### src/rtl/game_sequencer.sv
// rtl/game_sequencer.sv - frame-paced game-flow controller: serve/play/pause/goal/miss/over, score and lives
module game_sequencer #(
    parameter int WIN_SCORE    = 5,
    parameter int LIVES        = 3,
    parameter int SERVE_FRAMES = 60,
    parameter int EVENT_FRAMES = 90,
    parameter int FLASH_FRAMES = 8
) (
    input  logic       clk_100MHz,
    input  logic       rst_n,
    input  logic       refresh_tick,
    input  logic       btn_start,
    input  logic       goal_hit,
    input  logic       ball_miss,
    output logic       play_en,
    output logic       ball_serve,
    output logic [3:0] score,
    output logic [1:0] lives,
    output logic [2:0] state,
    output logic       flash,
    output logic       game_over
);
    localparam logic [2:0] S_IDLE  = 3'd0;
    localparam logic [2:0] S_SERVE = 3'd1;
    localparam logic [2:0] S_PLAY  = 3'd2;
    localparam logic [2:0] S_PAUSE = 3'd3;
    localparam logic [2:0] S_GOAL  = 3'd4;
    localparam logic [2:0] S_MISS  = 3'd5;
    localparam logic [2:0] S_OVER  = 3'd6;

    // Terminal counts are matched on the frame that would bring the count to the limit.
    localparam logic [7:0] SERVE_T = 8'(SERVE_FRAMES - 1);
    localparam logic [7:0] EVENT_T = 8'(EVENT_FRAMES - 1);
    localparam logic [7:0] FLASH_T = 8'(FLASH_FRAMES - 1);
    localparam logic [3:0] WIN_S   = 4'(WIN_SCORE);
    localparam logic [1:0] LIVES_R = 2'(LIVES);

    logic       tick_q, btn_q;
    logic       frame, start, changing;
    logic [2:0] state_nx;
    logic [7:0] cnt, cnt_nx, fcnt, fcnt_nx;
    logic [3:0] score_nx;
    logic [1:0] lives_nx;
    logic       flash_nx, play_en_nx, ball_serve_nx, game_over_nx;

    assign frame    = refresh_tick & ~tick_q;
    assign start    = btn_start & ~btn_q;
    assign changing = (state_nx != state);

    function automatic logic is_flash_state(input logic [2:0] s);
        return (s == S_GOAL) || (s == S_MISS) || (s == S_OVER);
    endfunction

    always_ff @(posedge clk_100MHz or negedge rst_n) begin
        if (!rst_n) begin
            tick_q     <= 1'b0;
            btn_q      <= 1'b1;
            state      <= S_IDLE;
            cnt        <= 8'd0;
            fcnt       <= 8'd0;
            score      <= 4'd0;
            lives      <= LIVES_R;
            flash      <= 1'b0;
            play_en    <= 1'b0;
            ball_serve <= 1'b0;
            game_over  <= 1'b0;
        end else begin
            tick_q     <= refresh_tick;
            btn_q      <= btn_start;
            state      <= state_nx;
            cnt        <= cnt_nx;
            fcnt       <= fcnt_nx;
            score      <= score_nx;
            lives      <= lives_nx;
            flash      <= flash_nx;
            play_en    <= play_en_nx;
            ball_serve <= ball_serve_nx;
            game_over  <= game_over_nx;
        end
    end

    always_comb begin
        state_nx = state;
        case (state)
            S_IDLE:  if (start) state_nx = S_SERVE;
            S_SERVE: if (frame && cnt == SERVE_T) state_nx = S_PLAY;
            S_PLAY: begin
                if (goal_hit)       state_nx = S_GOAL;
                else if (ball_miss) state_nx = S_MISS;
                else if (start)     state_nx = S_PAUSE;
            end
            S_PAUSE: if (start) state_nx = S_PLAY;
            S_GOAL:  if (frame && cnt == EVENT_T) state_nx = (score == WIN_S) ? S_OVER : S_SERVE;
            S_MISS:  if (frame && cnt == EVENT_T) state_nx = (lives == 2'd0) ? S_OVER : S_SERVE;
            S_OVER:  if (start) state_nx = S_IDLE;
            default: state_nx = S_IDLE;
        endcase
    end

    always_comb begin
        cnt_nx        = cnt;
        fcnt_nx       = fcnt;
        flash_nx      = flash;
        score_nx      = score;
        lives_nx      = lives;
        play_en_nx    = (state_nx == S_PLAY);
        ball_serve_nx = changing && (state_nx == S_SERVE);
        game_over_nx  = (state_nx == S_OVER);

        if (changing)
            cnt_nx = 8'd0;
        else if (frame && cnt != 8'hFF)
            cnt_nx = cnt + 8'd1;

        if (changing) begin
            fcnt_nx  = 8'd0;
            flash_nx = is_flash_state(state_nx);
        end else if (!is_flash_state(state)) begin
            flash_nx = 1'b0;
        end else if (frame) begin
            if (fcnt == FLASH_T) begin
                fcnt_nx  = 8'd0;
                flash_nx = ~flash;
            end else begin
                fcnt_nx = fcnt + 8'd1;
            end
        end

        if (changing && state_nx == S_GOAL && score != 4'hF)
            score_nx = score + 4'd1;
        if (changing && state_nx == S_MISS && lives != 2'd0)
            lives_nx = lives - 2'd1;
        if (state == S_OVER && state_nx == S_IDLE) begin
            score_nx = 4'd0;
            lives_nx = LIVES_R;
        end
    end
endmodule

### config.mk
export PLATFORM = sky130hd
export DESIGN_NAME = game_sequencer
export DESIGN_NICKNAME = d
export VERILOG_FILES = /design/src/rtl/game_sequencer.sv
export SDC_FILE = /design/constraint.sdc
export NUM_CORES = 1
export LEC_CHECK = 0
export BUFFER_PORTS_ARGS = -buffer_cell sky130_fd_sc_hd__buf_2
export CELL_PAD_IN_SITES_DETAIL_PLACEMENT = 1
export CELL_PAD_IN_SITES_GLOBAL_PLACEMENT = 1
export CORE_MARGIN = 4
export CORE_UTILIZATION = 35
export CTS_CLUSTER_DIAMETER = 60
export CTS_CLUSTER_SIZE = 20
export DETAILED_ROUTE_END_ITERATION = 16
export PLACE_DENSITY = 0.67
export SLEW_MARGIN = 20
export SYNTH_ARGS = -nofsm -noshare
export SYNTH_HDL_FRONTEND = slang
export SYNTH_SLANG_ARGS = --single-unit
### constraint.sdc
create_clock -name clk_100MHz -period 2.6 [get_ports clk_100MHz]
set_input_delay 0.26 -clock clk_100MHz [delete_from_list [all_inputs] [get_ports clk_100MHz]]
set_output_delay 0.26 -clock clk_100MHz [all_outputs]
set_load 0.005 [all_outputs]
## Word level (Yosys, flattened, before mapping)

Index checks and enable logic that the tools add are counted.

- Bits in registers: 31
- Output and inout port bits: 13
- Logic and storage cells: 90
- Input bits: 6

- Multiplexer cells: 26
- Add/subtract/negate cells: 4
- Reductions and logical operators: 24
- Eq/ne operators: 20
- Bitwise logic cells: 5

Operator list:

| cell | count |
|---|---|
| two-way mux 8 bit | 6 |
| two-way mux 3 bit | 11 |
| one-hot mux 3 bit (7 select lines) | 1 |
| == test 3 bit (second input constant) | 6 |
| adder 8 x 1 -> 8 bit (second input constant) | 2 |
| nonzero test 2 bit | 6 |
| == test 3 x 2 -> 1 bit (second input constant) | 3 |
| logical AND 1 bit | 9 |
| == test 8 x 3 -> 1 bit (second input constant) | 1 |
| == test 8 x 6 -> 1 bit (second input constant) | 1 |
| == test 8 x 7 -> 1 bit (second input constant) | 1 |
| two-way mux 4 bit | 2 |
| != test 8 bit (second input constant) | 1 |
| == test 3 x 1 -> 1 bit (second input constant) | 2 |
| logical NOT 3 bit | 2 |
| adder 4 x 1 -> 4 bit (second input constant) | 1 |
| == test 4 x 3 -> 1 bit (second input constant) | 1 |
| logical OR 1 bit | 4 |
| two-way mux 1 bit | 4 |
| two-way mux 2 bit | 2 |
| != test 4 bit (second input constant) | 1 |
| AND reduction 2 bit | 2 |
| != test 3 x 2 -> 1 bit (second input constant) | 1 |
| != test 3 bit | 1 |
| other kinds (5) | 8 |

## Depth between registers and ports, before layout

- Word-level depth: 11
- Depth in mapped cells: 10
- Depth with buffers taken out: 9

## Worst setup path after synthesis

No wires, ideal clock.

- Path kind: register to register
- Start: register lives[0]
- End: register score[2]
- Period minus slack after synthesis: 2.073 ns
- Data required time: 2.480 ns
- Path slack: 0.527 ns
- Stages on the path, launching flop included: 11
- Buffers on the path: 1
- Arrival: 1.953 ns
- Setup time: 0.120 ns
- Cell sequence: dfstp_2 -> inv_1 -> ha_1 -> nand2_1 -> a211oi_1 -> o21ai_0 -> o211ai_1 -> a211o_1 -> buf_2 -> o211a_1 -> a31o_1

- Word-level cells in the longest chain between the ends: 8
- Elaborated cells on any way between the ends: 12
- Those cells by class: 2 x eq/ne; 4 x mux; 6 x reduce/logical

Ends and longest elaborated chain:

| element | line | RTL |
|---|---|---|
| start: declaration | 18 | `output logic [1:0] lives,` |
| start signal: assignment | 74 | `lives <= lives_nx;` |
| logical NOT 2 bit (*) | 94 | `S_MISS: if (frame && cnt == EVENT_T) state_nx = (lives == 2'd0) ? S_OVER : S_SERVE;` |
| two-way mux 3 bit (*) (2 in a row) | 94 |  |
| one-hot mux 3 bit (7 select lines) (*) | 84 | `case (state)` |
| != test 3 bit or == test 3 bit (tied branches) | 48, 129 |  |
| logical AND 1 bit (2 in a row) | 129 | `if (changing && state_nx == S_GOAL && score != 4'hF)` |
| nonzero test 2 bit (no source line) | - |  |
| end signal: assignment | 73 | `score <= score_nx;` |
| end: declaration | 17 | `output logic [3:0] score,` |

Every way passes the cells marked *; elsewhere a longest branch is shown, timed or not.
A chain may end at the register's enable or synchronous reset.

## Worst setup path in the final report

- Start: register lives[0]
- End: register fcnt[6]

- Word-level cells in the longest chain between the ends: 7
- Elaborated cells on any way between the ends: 9
- Those cells by class: 1 x eq/ne; 4 x mux; 4 x reduce/logical

Ends and longest elaborated chain:

| element | line | RTL |
|---|---|---|
| logical NOT 2 bit (*) | 94 |  |
| two-way mux 3 bit (*) (2 in a row) | 94 |  |
| one-hot mux 3 bit (7 select lines) (*) | 84 |  |
| != test 3 bit (*) | 48 | `assign changing = (state_nx != state);` |
| nonzero test 2 bit (no source line) | - |  |
| AND reduction 2 bit (no source line) | - |  |
| end signal: assignment | 72 | `fcnt <= fcnt_nx;` |
| end: declaration | 41 | `logic [7:0] cnt, cnt_nx, fcnt, fcnt_nx;` |

Marked as above.

==> impl_metrics.ini <==
[pwr]
leakagePower_nw = 0.955
power_density_mw_per_mm2 = 837
vdd_drop_max_uv = 364

[setup_path]
slowest_stage = dfstp_2
path_max_fanout = 17
critical_path.startpoint = lives[0]
critPathArrivalTime_ns = 2.64
r2r_setup_slack_ns = 0.17
required_ns = 2.81
end_kind = register
path_class = reg2reg
r2r_start = lives[0]
worst_setup_path_start_kind = register
cp_cell_sequence = inv_1 > ha_1 > nand2_1 > a211oi_1 > o21ai_0 > o211ai_1 > a211o_1 > buf_4 > o21bai_1 > nor2_1
critPathMaxStageDelay_ns = 0.53

[global_route]
grt_overflow = 0
grt_antenna_before_repair = 0
grt_max_degree = 32
first_global_vias = 1589
grt.total_usage = 0.152
grt_pass1_wl_um = 7420

[run]
cap_violations = 0

[sta]
finalHoldViolCount = 0
timing.fmax_mhz = 412
drv_slew = 0
worstMarginPinSlew_ns = 0.714
fin_crit_ns = 2.43
min_period_over_period = 0.934
fin_worst_skew_ns = 0.00957
finalSetupViolCount = 0
grt_setup_unrepaired = no
relSlewSlack = 0.524
tns_ns = 0

[synth]
synth-seq-cells = 31
syn-num-nets = 199
yosys_warnings = 0
ys_seq_area_frac = 0.439
synth.cell_area_mm2 = 0.00178
async_flop_share = 1.00
synthCells = 187
yosys_most_used_dff = dfrtp_1
syn_area_per_cell_um2 = 9.50
ys_types = 46
synth_edf_count = 0

[finish]
mostFrequentLayoutCells = nor2_1, dfrtp_1, buf_2
final_net_count = 220
finalNonFillerCells = 276
syn_to_final_growth_pct = 13.5
final_core_util = 0.418
drive_above_1_share = 0.163
n_antenna_cell = 0
final_common_cell = nor2_1

[placed_design]
detailed_place_hpwl_um = 3270
port_buffers = 18
gp_congestion = 0.844
dp.cells = 268

[cts]
cts_tree = yes
post_cts_resized = 0
cts_sinks = 31
clk_pin_slew_ns = 0.07
holdBufCountCts = 0
numCtsBuffers = 5
root_buffer = clkbuf_8
clk_latency_ns = 0.28
postCtsSetupRepairBufs = 0
cts_max_level = 2
cts_buffer_depth = 2

[drt]
drtIter0Drc = 42
drc = 0
vias = 1451
ant_nets = 0
post_drt_wl_per_cell_um = 15.4
routed_wl_um = 4250
vias_per_cell = 5.26
drt_pass1_iterations = 4

[floorplanning]
die_h_um = 79.3
die-area_mm2 = 0.00628
core.rowCount = 25
coreArea_mm2 = 0.00482
pin_count = 19
initial_core_util = 0.369
die_w_um = 79.3

[min_path]
hold_class = in2async

[outcome]
status = complete, no violations
## area by class of cell
cell class	instances	area [um^2]
Clock inverter	1	5.00
Inverter	10	37.5
Multi-Input combinational cell	141	936
Sequential cell	31	779
Timing Repair Buffer	19	97.6
Tap cell	67	83.8
Fill cell	599	2800
Clock buffer	7	76.3
## routing by layer
metal  routed length, um  global-route usage  part of all wire  up-vias
li1                    -                   -                 -      691
met1                1830               0.175              0.43      732
met2                2240               0.274              0.53       21
met3                 137              0.0454             0.032        7
met4                  42              0.0412            0.0099        0
met5                   0                   0                 0        -
## path summary, 6_finish.rpt
| kind | end | depth (start not counted) |
|---|---|---|
| max in group asynchronous | cnt[1] | 1 |
| min | fcnt[2] | 1 |
| min in group clk_100MHz | btn_q | 1 |
| min reg2reg | fcnt[7] | 2 |
| max | fcnt[6] | 10 |
| max reg2reg | fcnt[6] | 10 |
## critical path: cells and delay by family, from the launching register on
family	cells	cell delay (ns)
simple gates	2	0.26
flops	1	0.53
buf+inv	2	0.29
compound gates	5	1.03
fa+ha+maj	1	0.24
## state kept, by name (all words and copies together) (netlist names), 2 cells and up
register / flops
cnt: 8
fcnt: 8
score: 4
state: 3
lives: 2
## stage by stage
stage                     hold slack, ns  instance area, um^2  setup slack, ns  power [W]
final                             0.0242                 2020            0.171    0.00169
after global routing              0.0674                 2020           0.0136    0.00183
after CTS                         0.0494                 2020            0.146    0.00171
after detailed placement           0.358                 1930            0.179    0.00134
after global placement             0.350                 1930            0.212    0.00130
after floorplan                  -0.0356                 1780            0.527    0.00114
## synthesized netlist by cell type (all sizes together) (2+ instances only)
cell type | count | area share
nand4b | 2 | 0.0099
ha | 6 | 0.042
a211o | 2 | 0.0099
o21ai | 4 | 0.011
nand4 | 4 | 0.014
nor2b | 4 | 0.014
xnor2 | 8 | 0.039
a211oi | 2 | 0.0084
o211a | 2 | 0.011
nor3 | 5 | 0.020
xor2 | 6 | 0.030
nand4bb | 2 | 0.022
mux2 | 2 | 0.013
a21oi | 6 | 0.017
a31o | 2 | 0.0099
dfrtp | 28 | 0.39
nand3 | 7 | 0.020
inv | 10 | 0.021
and2 | 2 | 0.0070
mux2i | 2 | 0.011
o31ai | 2 | 0.0084
nand3b | 4 | 0.017
nand2b | 3 | 0.011
nor4 | 2 | 0.015
nand2 | 16 | 0.035
and3 | 4 | 0.014
nor2 | 30 | 0.063
buf | 4 | 0.011
dfstp | 3 | 0.044
## kinds of logic (layout without fill, tap and decap cells)
group	after synthesis	in the layout	synth area share
AO/OA/AOI/OAI	29	29	0.116
XOR/XNOR	14	14	0.0690
adder cells (fa/ha/maj)	6	6	0.0423
buffers and inverters	15	37	0.0345
flip-flops	31	31	0.439
multiplexers	4	4	0.0239
AND/OR/NAND/NOR	88	88	0.275
## where the power goes
group	internal [W]	total [W]	switching, W
logic	0.000258	0.000542	0.000284
registers	0.000614	0.000783	0.000169
clock network	0.000188	0.000362	0.000175
total	0.00106	0.00169	0.000628
Note: power is estimated with default switching activity, not from simulation.
